### src/rtl/muldiv_unit.sv
// -----------------------------------------------------------------------------
// muldiv_unit
// Multi-cycle integer multiply/divide engine for MIPS MULT/MULTU/DIV/DIVU.
// It sits in EX and feeds the HI/LO register file. Multiplies complete MUL_LAT
// cycles after the start cycle. Divides use restoring division on operand
// magnitudes and complete 33 cycles after the start cycle.
//
// Ports:
//   clk        in   clock, all state on the rising edge
//   reset      in   asynchronous active-high reset
//   start      in   issue pulse from EX, sampled only in IDLE
//   op         in   00 MULT, 01 MULTU, 10 DIV, 11 DIVU
//   src_a      in   rs operand (multiplicand / dividend)
//   src_b      in   rt operand (multiplier / divisor)
//   flush      in   cancels an in-flight op, or masks the write in DONE
//   busy       out  operation in flight (MUL or DIV state)
//   stall_req  out  pipeline must hold EX
//   done       out  one-cycle result-valid pulse
//   hilo_wen   out  {hi_en, lo_en}
//   hi_wdata   out  HI write data (product[63:32] / remainder)
//   lo_wdata   out  LO write data (product[31:0] / quotient)
// -----------------------------------------------------------------------------
module muldiv_unit #(
   parameter int MUL_LAT = 2
) (
   input  logic        clk,
   input  logic        reset,
   input  logic        start,
   input  logic [1:0]  op,
   input  logic [31:0] src_a,
   input  logic [31:0] src_b,
   input  logic        flush,
   output logic        busy,
   output logic        stall_req,
   output logic        done,
   output logic [1:0]  hilo_wen,
   output logic [31:0] hi_wdata,
   output logic [31:0] lo_wdata
);

   typedef enum logic [1:0] {
      ST_IDLE = 2'd0,
      ST_MUL  = 2'd1,
      ST_DIV  = 2'd2,
      ST_DONE = 2'd3
   } state_t;

   // Counter value of the last MUL-state cycle (MUL state lasts MUL_LAT-1 cycles).
   localparam logic [4:0] MUL_LAST = (MUL_LAT > 1) ? 5'(MUL_LAT - 2) : 5'd0;

   state_t      state_r;
   logic [4:0]  cnt_r;
   logic [63:0] prod_r;
   logic [31:0] a_r;        // original dividend, returned as HI on divide-by-zero
   logic [31:0] dvs_r;      // divisor magnitude
   logic [31:0] rem_r;      // partial remainder
   logic [31:0] quo_r;      // dividend bits shift out, quotient bits shift in
   logic        neg_q_r;
   logic        neg_r_r;
   logic        dvz_r;
   logic        done_r;
   logic [31:0] hi_r;
   logic [31:0] lo_r;

   logic        sign_s;
   logic [63:0] ext_a_s;
   logic [63:0] ext_b_s;
   logic [63:0] product_s;
   logic [31:0] mag_a_s;
   logic [31:0] mag_b_s;
   logic        accept_s;
   logic [32:0] shift_s;
   logic [32:0] trial_s;
   logic        qbit_s;
   logic [31:0] rem_nxt_s;
   logic [31:0] quo_nxt_s;
   logic [31:0] div_hi_s;
   logic [31:0] div_lo_s;
   logic [1:0]  hilo_wen_s;

   // Operand conditioning: signed ops are op[0]==0 (MULT, DIV).
   always_comb begin
      sign_s    = ~op[0];
      ext_a_s   = {{32{sign_s & src_a[31]}}, src_a};
      ext_b_s   = {{32{sign_s & src_b[31]}}, src_b};
      // Low 64 bits of the sign-extended product are correct for both signednesses.
      product_s = ext_a_s * ext_b_s;
      mag_a_s   = (sign_s & src_a[31]) ? (32'd0 - src_a) : src_a;
      mag_b_s   = (sign_s & src_b[31]) ? (32'd0 - src_b) : src_b;
      accept_s  = (state_r == ST_IDLE) & start & ~flush;
   end

   // One restoring-division step plus sign fix-up of the final result.
   always_comb begin
      shift_s   = {rem_r, quo_r[31]};
      trial_s   = shift_s - {1'b0, dvs_r};
      qbit_s    = ~trial_s[32];
      rem_nxt_s = qbit_s ? trial_s[31:0] : shift_s[31:0];
      quo_nxt_s = {quo_r[30:0], qbit_s};
      div_hi_s  = 32'd0;
      div_lo_s  = 32'd0;
      if (dvz_r) begin
         div_hi_s = a_r;
         div_lo_s = 32'hFFFF_FFFF;
      end else begin
         // 0x80000000 / -1 falls out naturally: magnitude quotient 0x80000000 negates to itself.
         div_lo_s = neg_q_r ? (32'd0 - quo_nxt_s) : quo_nxt_s;
         div_hi_s = neg_r_r ? (32'd0 - rem_nxt_s) : rem_nxt_s;
      end
   end

   // Main control FSM with registered result and done pulse.
   always_ff @(posedge clk or posedge reset) begin
      if (reset) begin
         state_r <= ST_IDLE;
         cnt_r   <= 5'd0;
         prod_r  <= 64'd0;
         a_r     <= 32'd0;
         dvs_r   <= 32'd0;
         rem_r   <= 32'd0;
         quo_r   <= 32'd0;
         neg_q_r <= 1'b0;
         neg_r_r <= 1'b0;
         dvz_r   <= 1'b0;
         done_r  <= 1'b0;
         hi_r    <= 32'd0;
         lo_r    <= 32'd0;
      end else begin
         case (state_r)
            ST_IDLE: begin
               done_r <= 1'b0;
               if (accept_s) begin
                  a_r     <= src_a;
                  prod_r  <= product_s;
                  dvs_r   <= mag_b_s;
                  quo_r   <= mag_a_s;
                  rem_r   <= 32'd0;
                  neg_q_r <= sign_s & (src_a[31] ^ src_b[31]);
                  neg_r_r <= sign_s & src_a[31];
                  dvz_r   <= (src_b == 32'd0);
                  cnt_r   <= 5'd0;
                  if (op[1]) begin
                     state_r <= ST_DIV;
                  end else if (MUL_LAT == 1) begin
                     // Single-cycle latency: the start edge itself writes the result.
                     state_r <= ST_DONE;
                     done_r  <= 1'b1;
                     hi_r    <= product_s[63:32];
                     lo_r    <= product_s[31:0];
                  end else begin
                     state_r <= ST_MUL;
                  end
               end
            end
            ST_MUL: begin
               if (flush) begin
                  state_r <= ST_IDLE;
               end else if (cnt_r == MUL_LAST) begin
                  state_r <= ST_DONE;
                  done_r  <= 1'b1;
                  hi_r    <= prod_r[63:32];
                  lo_r    <= prod_r[31:0];
               end else begin
                  cnt_r <= cnt_r + 5'd1;
               end
            end
            ST_DIV: begin
               if (flush) begin
                  state_r <= ST_IDLE;
               end else begin
                  rem_r <= rem_nxt_s;
                  quo_r <= quo_nxt_s;
                  cnt_r <= cnt_r + 5'd1;
                  if (cnt_r == 5'd31) begin
                     state_r <= ST_DONE;
                     done_r  <= 1'b1;
                     hi_r    <= div_hi_s;
                     lo_r    <= div_lo_s;
                  end
               end
            end
            ST_DONE: begin
               done_r  <= 1'b0;
               state_r <= ST_IDLE;
            end
            default: begin
               done_r  <= 1'b0;
               state_r <= ST_IDLE;
            end
         endcase
      end
   end

   // Write enable is masked combinationally by a flush in the DONE cycle.
   always_comb begin
      hilo_wen_s = 2'b00;
      if (done_r & ~flush) begin
         hilo_wen_s = 2'b11;
      end else begin
         hilo_wen_s = 2'b00;
      end
   end

   assign busy      = (state_r == ST_MUL) | (state_r == ST_DIV);
   assign stall_req = busy | accept_s;
   assign done      = done_r;
   assign hilo_wen  = hilo_wen_s;
   assign hi_wdata  = hi_r;
   assign lo_wdata  = lo_r;

endmodule

### config.mk
export PLATFORM = sky130hd
export DESIGN_NAME = muldiv_unit
export DESIGN_NICKNAME = d
export VERILOG_FILES = /design/src/rtl/muldiv_unit.sv
export SDC_FILE = /design/constraint.sdc
export NUM_CORES = 2
export LEC_CHECK = 0
export ABC_AREA = 1
export ABC_CLOCK_PERIOD_IN_PS = 9450
export BUFFER_PORTS_ARGS = -buffer_cell sky130_fd_sc_hd__buf_4
export CORE_MARGIN = 2
export CORE_UTILIZATION = 34
export DETAILED_ROUTE_END_ITERATION = 6
export PLACE_DENSITY = 0.54
export SLEW_MARGIN = 20
export SYNTH_ARGS = -nofsm -noshare
export SYNTH_HDL_FRONTEND = slang
export SYNTH_SLANG_ARGS = --single-unit
### constraint.sdc
create_clock -name clk -period 9.45 [get_ports clk]
set_input_delay 1.89 -clock clk [delete_from_list [all_inputs] [get_ports clk]]
set_output_delay 1.89 -clock clk [all_outputs]
set_load 0.05 [all_outputs]
==> results.json <==
{
  "hpwl_mm": 157,
  "crit_end": "prod_r[59]$_DFFE_PP0P_",
  "synth_compound_area_share_pct": 6.71,
  "max-cap-violations": 0,
  "clockBufferDepth": 3,
  "ys_warn_count": 0,
  "stdcell_area_sq_um": 60900,
  "grt_pass1_vias": 48500,
  "synth_top_area_share_pct": 40.6,
  "maxSlewViolCount": 0,
  "grt_first_pass_wirelength_mm": 292,
  "ys_async_sr_fraction_pct": 100,
  "core_area_sq_um": 162000,
  "rr_worst_depth": 28,
  "holdCritPathClass": "register to register",
  "die_height_um": 408,
  "drive_gt1_share_pct": 7.96,
  "crit_path_start": "src_b[6]",
  "synth_top_family_by_area": "adder cells",
  "status": "complete, no violations",
  "gp_congestion": 0.944,
  "synth.avg_cell_area_sq_um": 7.86,
  "syn_to_final_growth_pct": 9.75,
  "num_vias": 45500,
  "muxShareOfSynthArea_pct": 0,
  "synth.largest_area_cell": "fa_1",
  "grt.overflow.total": 0,
  "vias_per_cell": 4.89,
  "ys_types": 60,
  "pin_count": 139,
  "drt_pass1_iterations": 6,
  "post_dp_cell_area_sq_um": 59900,
  "grt_antenna_before_repair": 15,
  "path_max_fanout": 20,
  "clock_sinks": 267,
  "synth-edff-count": 0,
  "wirelength_mm": 187,
  "startpoint_type": "input pin",
  "cts_tree": "done",
  "worst_path_max_delay_cell": "fa_1",
  "root_buffer": "clkbuf_16",
  "clk_pin_slew_worst_paths_ns": 0.07,
  "worstPathArrival_ns": 9.39,
  "worst_slew_pin_slew_ns": 1.11,
  "synth_xor_area_share_pct": 1.67,
  "cpMostUsedCell": "fa_1",
  "r2r_slack_ns": 4.08,
  "timing.rr.end": "lo_wdata[22]$_DFFE_PP0P_",
  "syn-num-nets": 8514,
  "clk-insertion-delay-late_ns": 0.60,
  "rsz0062_at_grt": "no",
  "rr_startpoint": "quo_r[31]$_DFFE_PP0P_",
  "min_period_ns": 8.92,
  "netlist_instances": 7062,
  "fin_crit_sh_pct": 94.4,
  "grt_max_degree": 148,
  "finalHoldViolCount": 0,
  "post-cts-setup-buffer-count": 0,
  "synth_ff_type": "dfrtp_1",
  "finClkSkew_ns": 0.0303,
  "crit_type": "input pin to register",
  "io_buffer_count": 138,
  "timing.slew.headroom_pct": 25.5,
  "rows": 148,
  "wl_per_cell_um": 20.1,
  "ctsResizeCount": 0,
  "route.detailed.drc": 0,
  "die_w_um": 408,
  "setup_violations": 0,
  "cp_slowest_stage_delay_ns": 0.57,
  "synth_area_leaders": "fa_1 41%, nand2_1 12%, inv_1 12%",
  "htreeDepth": 1,
  "hold_buffers": 0,
  "drt-initial-drc-count": 3521,
  "initial_utilization_pct": 34.2,
  "dieArea_sq_um": 167000,
  "final_nets": 8564,
  "yosys.area_share.simple_pct": 18.4,
  "critPathRequiredTime_ns": 9.92,
  "max_clock_freq_mhz": 112,
  "syn_area_sq_um": 55500,
  "synth_seq_area_share_pct": 12.0,
  "grt_usage_pct": 22.7,
  "worstSetupEndpointType": "register",
  "synthAdderAreaFrac_pct": 46.4,
  "cts-buffers-inserted": 29,
  "synth_seq_cells": 267,
  "ant_nets": 0
}
==> worst max-delay path: cells and delay by family <==
| family | cells | cell delay (ns) |
|---|---|---|
| compound gates | 4 | 0.81 |
| fa+ha+maj | 9 | 4.30 |
| buf+inv | 10 | 1.22 |
| simple gates | 10 | 1.13 |
==> layout make-up <==
cell class / instances / area (sq um)
antenna: 3 / 7.51
clock buffer: 34 / 774
clock inverter: 19 / 245
fill: 17000 / 101000
inverter: 1804 / 6780
multi-input combinational: 4626 / 40700
sequential: 267 / 6680
tap: 2175 / 2720
timing repair buffer: 384 / 3050
==> cell usage in the layout, fill, tap and decap left out, types with 4 or more instances in the layout <==
master	synthesis	layout
a21boi_1	9	9
a21o_1	6	6
a21oi_1	157	157
a221oi_1	30	30
a2bb2oi_1	20	20
a31oi_1	46	45
buf_12	1	13
buf_4	1	371
bufinv_16	0	5
clkbuf_16	0	29
clkinv_2	0	8
dfrtp_1	267	267
fa_1	1126	1126
ha_1	256	255
inv_1	1794	1789
inv_2	10	12
nand2_1	1833	1832
nand2_2	33	33
nand2_4	8	9
nand3_1	182	181
nand3_2	5	5
nand3b_1	16	16
nand4_1	34	34
nor2_1	284	281
nor2_2	11	13
nor3_1	41	41
nor4_1	5	4
o211ai_1	16	16
o21a_1	4	4
o21ai_0	244	244
o21ai_1	11	11
o21bai_1	12	12
o221ai_1	21	21
o22ai_1	36	36
o31ai_1	5	5
or2_2	42	42
xnor2_1	45	45
xor2_1	61	61
==> logic make-up (layout without fill, tap and decap cells) <==
kind of cell	after synthesis	in the layout
other cells	0	3
flops	267	267
compound gates	632	632
xor+xnor	106	106
simple gates	2506	2506
buf+inv	2169	2241
fa+ha+maj	1382	1382
==> cells in the mapped netlist (42+ instances only) <==
cell	n
a31oi_1	46
buf_1	72
xnor2_1	45
dfrtp_1	267
a21oi_1	157
nand2_1	1833
nand3_1	182
inv_1	1794
fa_1	1126
clkbuf_1	277
xor2_1	61
nor2_1	284
o21ai_0	244
ha_1	256
or2_2	42
==> registers in the layout, summed over array words and instances, names as in the netlist, 5 cells and up <==
| name | cells |
|---|---|
| hi_wdata | 32 |
| dvs_r | 32 |
| prod_r | 64 |
| quo_r | 32 |
| rem_r | 32 |
| lo_wdata | 32 |
| a_r | 32 |
| cnt_r | 5 |
==> metrics by stage <==
stage               instances  util, %  setup TNS, ns  setup slack (ns)  hold WS (ns)
global route             9309     37.5              0            0.0744         0.505
finish                   9312     37.5              0             0.528         0.482
global placement         9256     36.9         -0.282            -0.249         0.463
CTS                      9309     37.5              0             0.536         0.487
detailed placement       9256     36.9         -0.154           -0.0946         0.468
floorplan                7062        -              0             0.206         0.444
==> layer usage <==
metal,track usage [%],wire [um],vias up
met4,6.10,5400,14
met2,36.0,83600,1574
li1,-,-,20700
met1,32.3,83900,23000
met5,0,89,-
met3,3.49,14300,216
==> worst min-delay path by stage <==
stage,cells past startpoint,start,to,slack [ns]
CTS,2,lo_wdata[20]$_DFFE_PP0P_,lo_wdata[20]$_DFFE_PP0P_,0.49
finish,2,lo_wdata[20]$_DFFE_PP0P_,lo_wdata[20]$_DFFE_PP0P_,0.48
detailed placement,2,lo_wdata[20]$_DFFE_PP0P_,lo_wdata[20]$_DFFE_PP0P_,0.47
global placement,2,a_r[26]$_DFFE_PP0P_,a_r[26]$_DFFE_PP0P_,0.46
global route,2,lo_wdata[31]$_DFFE_PP0P_,lo_wdata[31]$_DFFE_PP0P_,0.50
floorplan,2,prod_r[1]$_DFFE_PP0P_,prod_r[1]$_DFFE_PP0P_,0.44
Power is not shown: default switching activity piles up to over one toggle a cycle in this logic, so the estimate is an artifact.
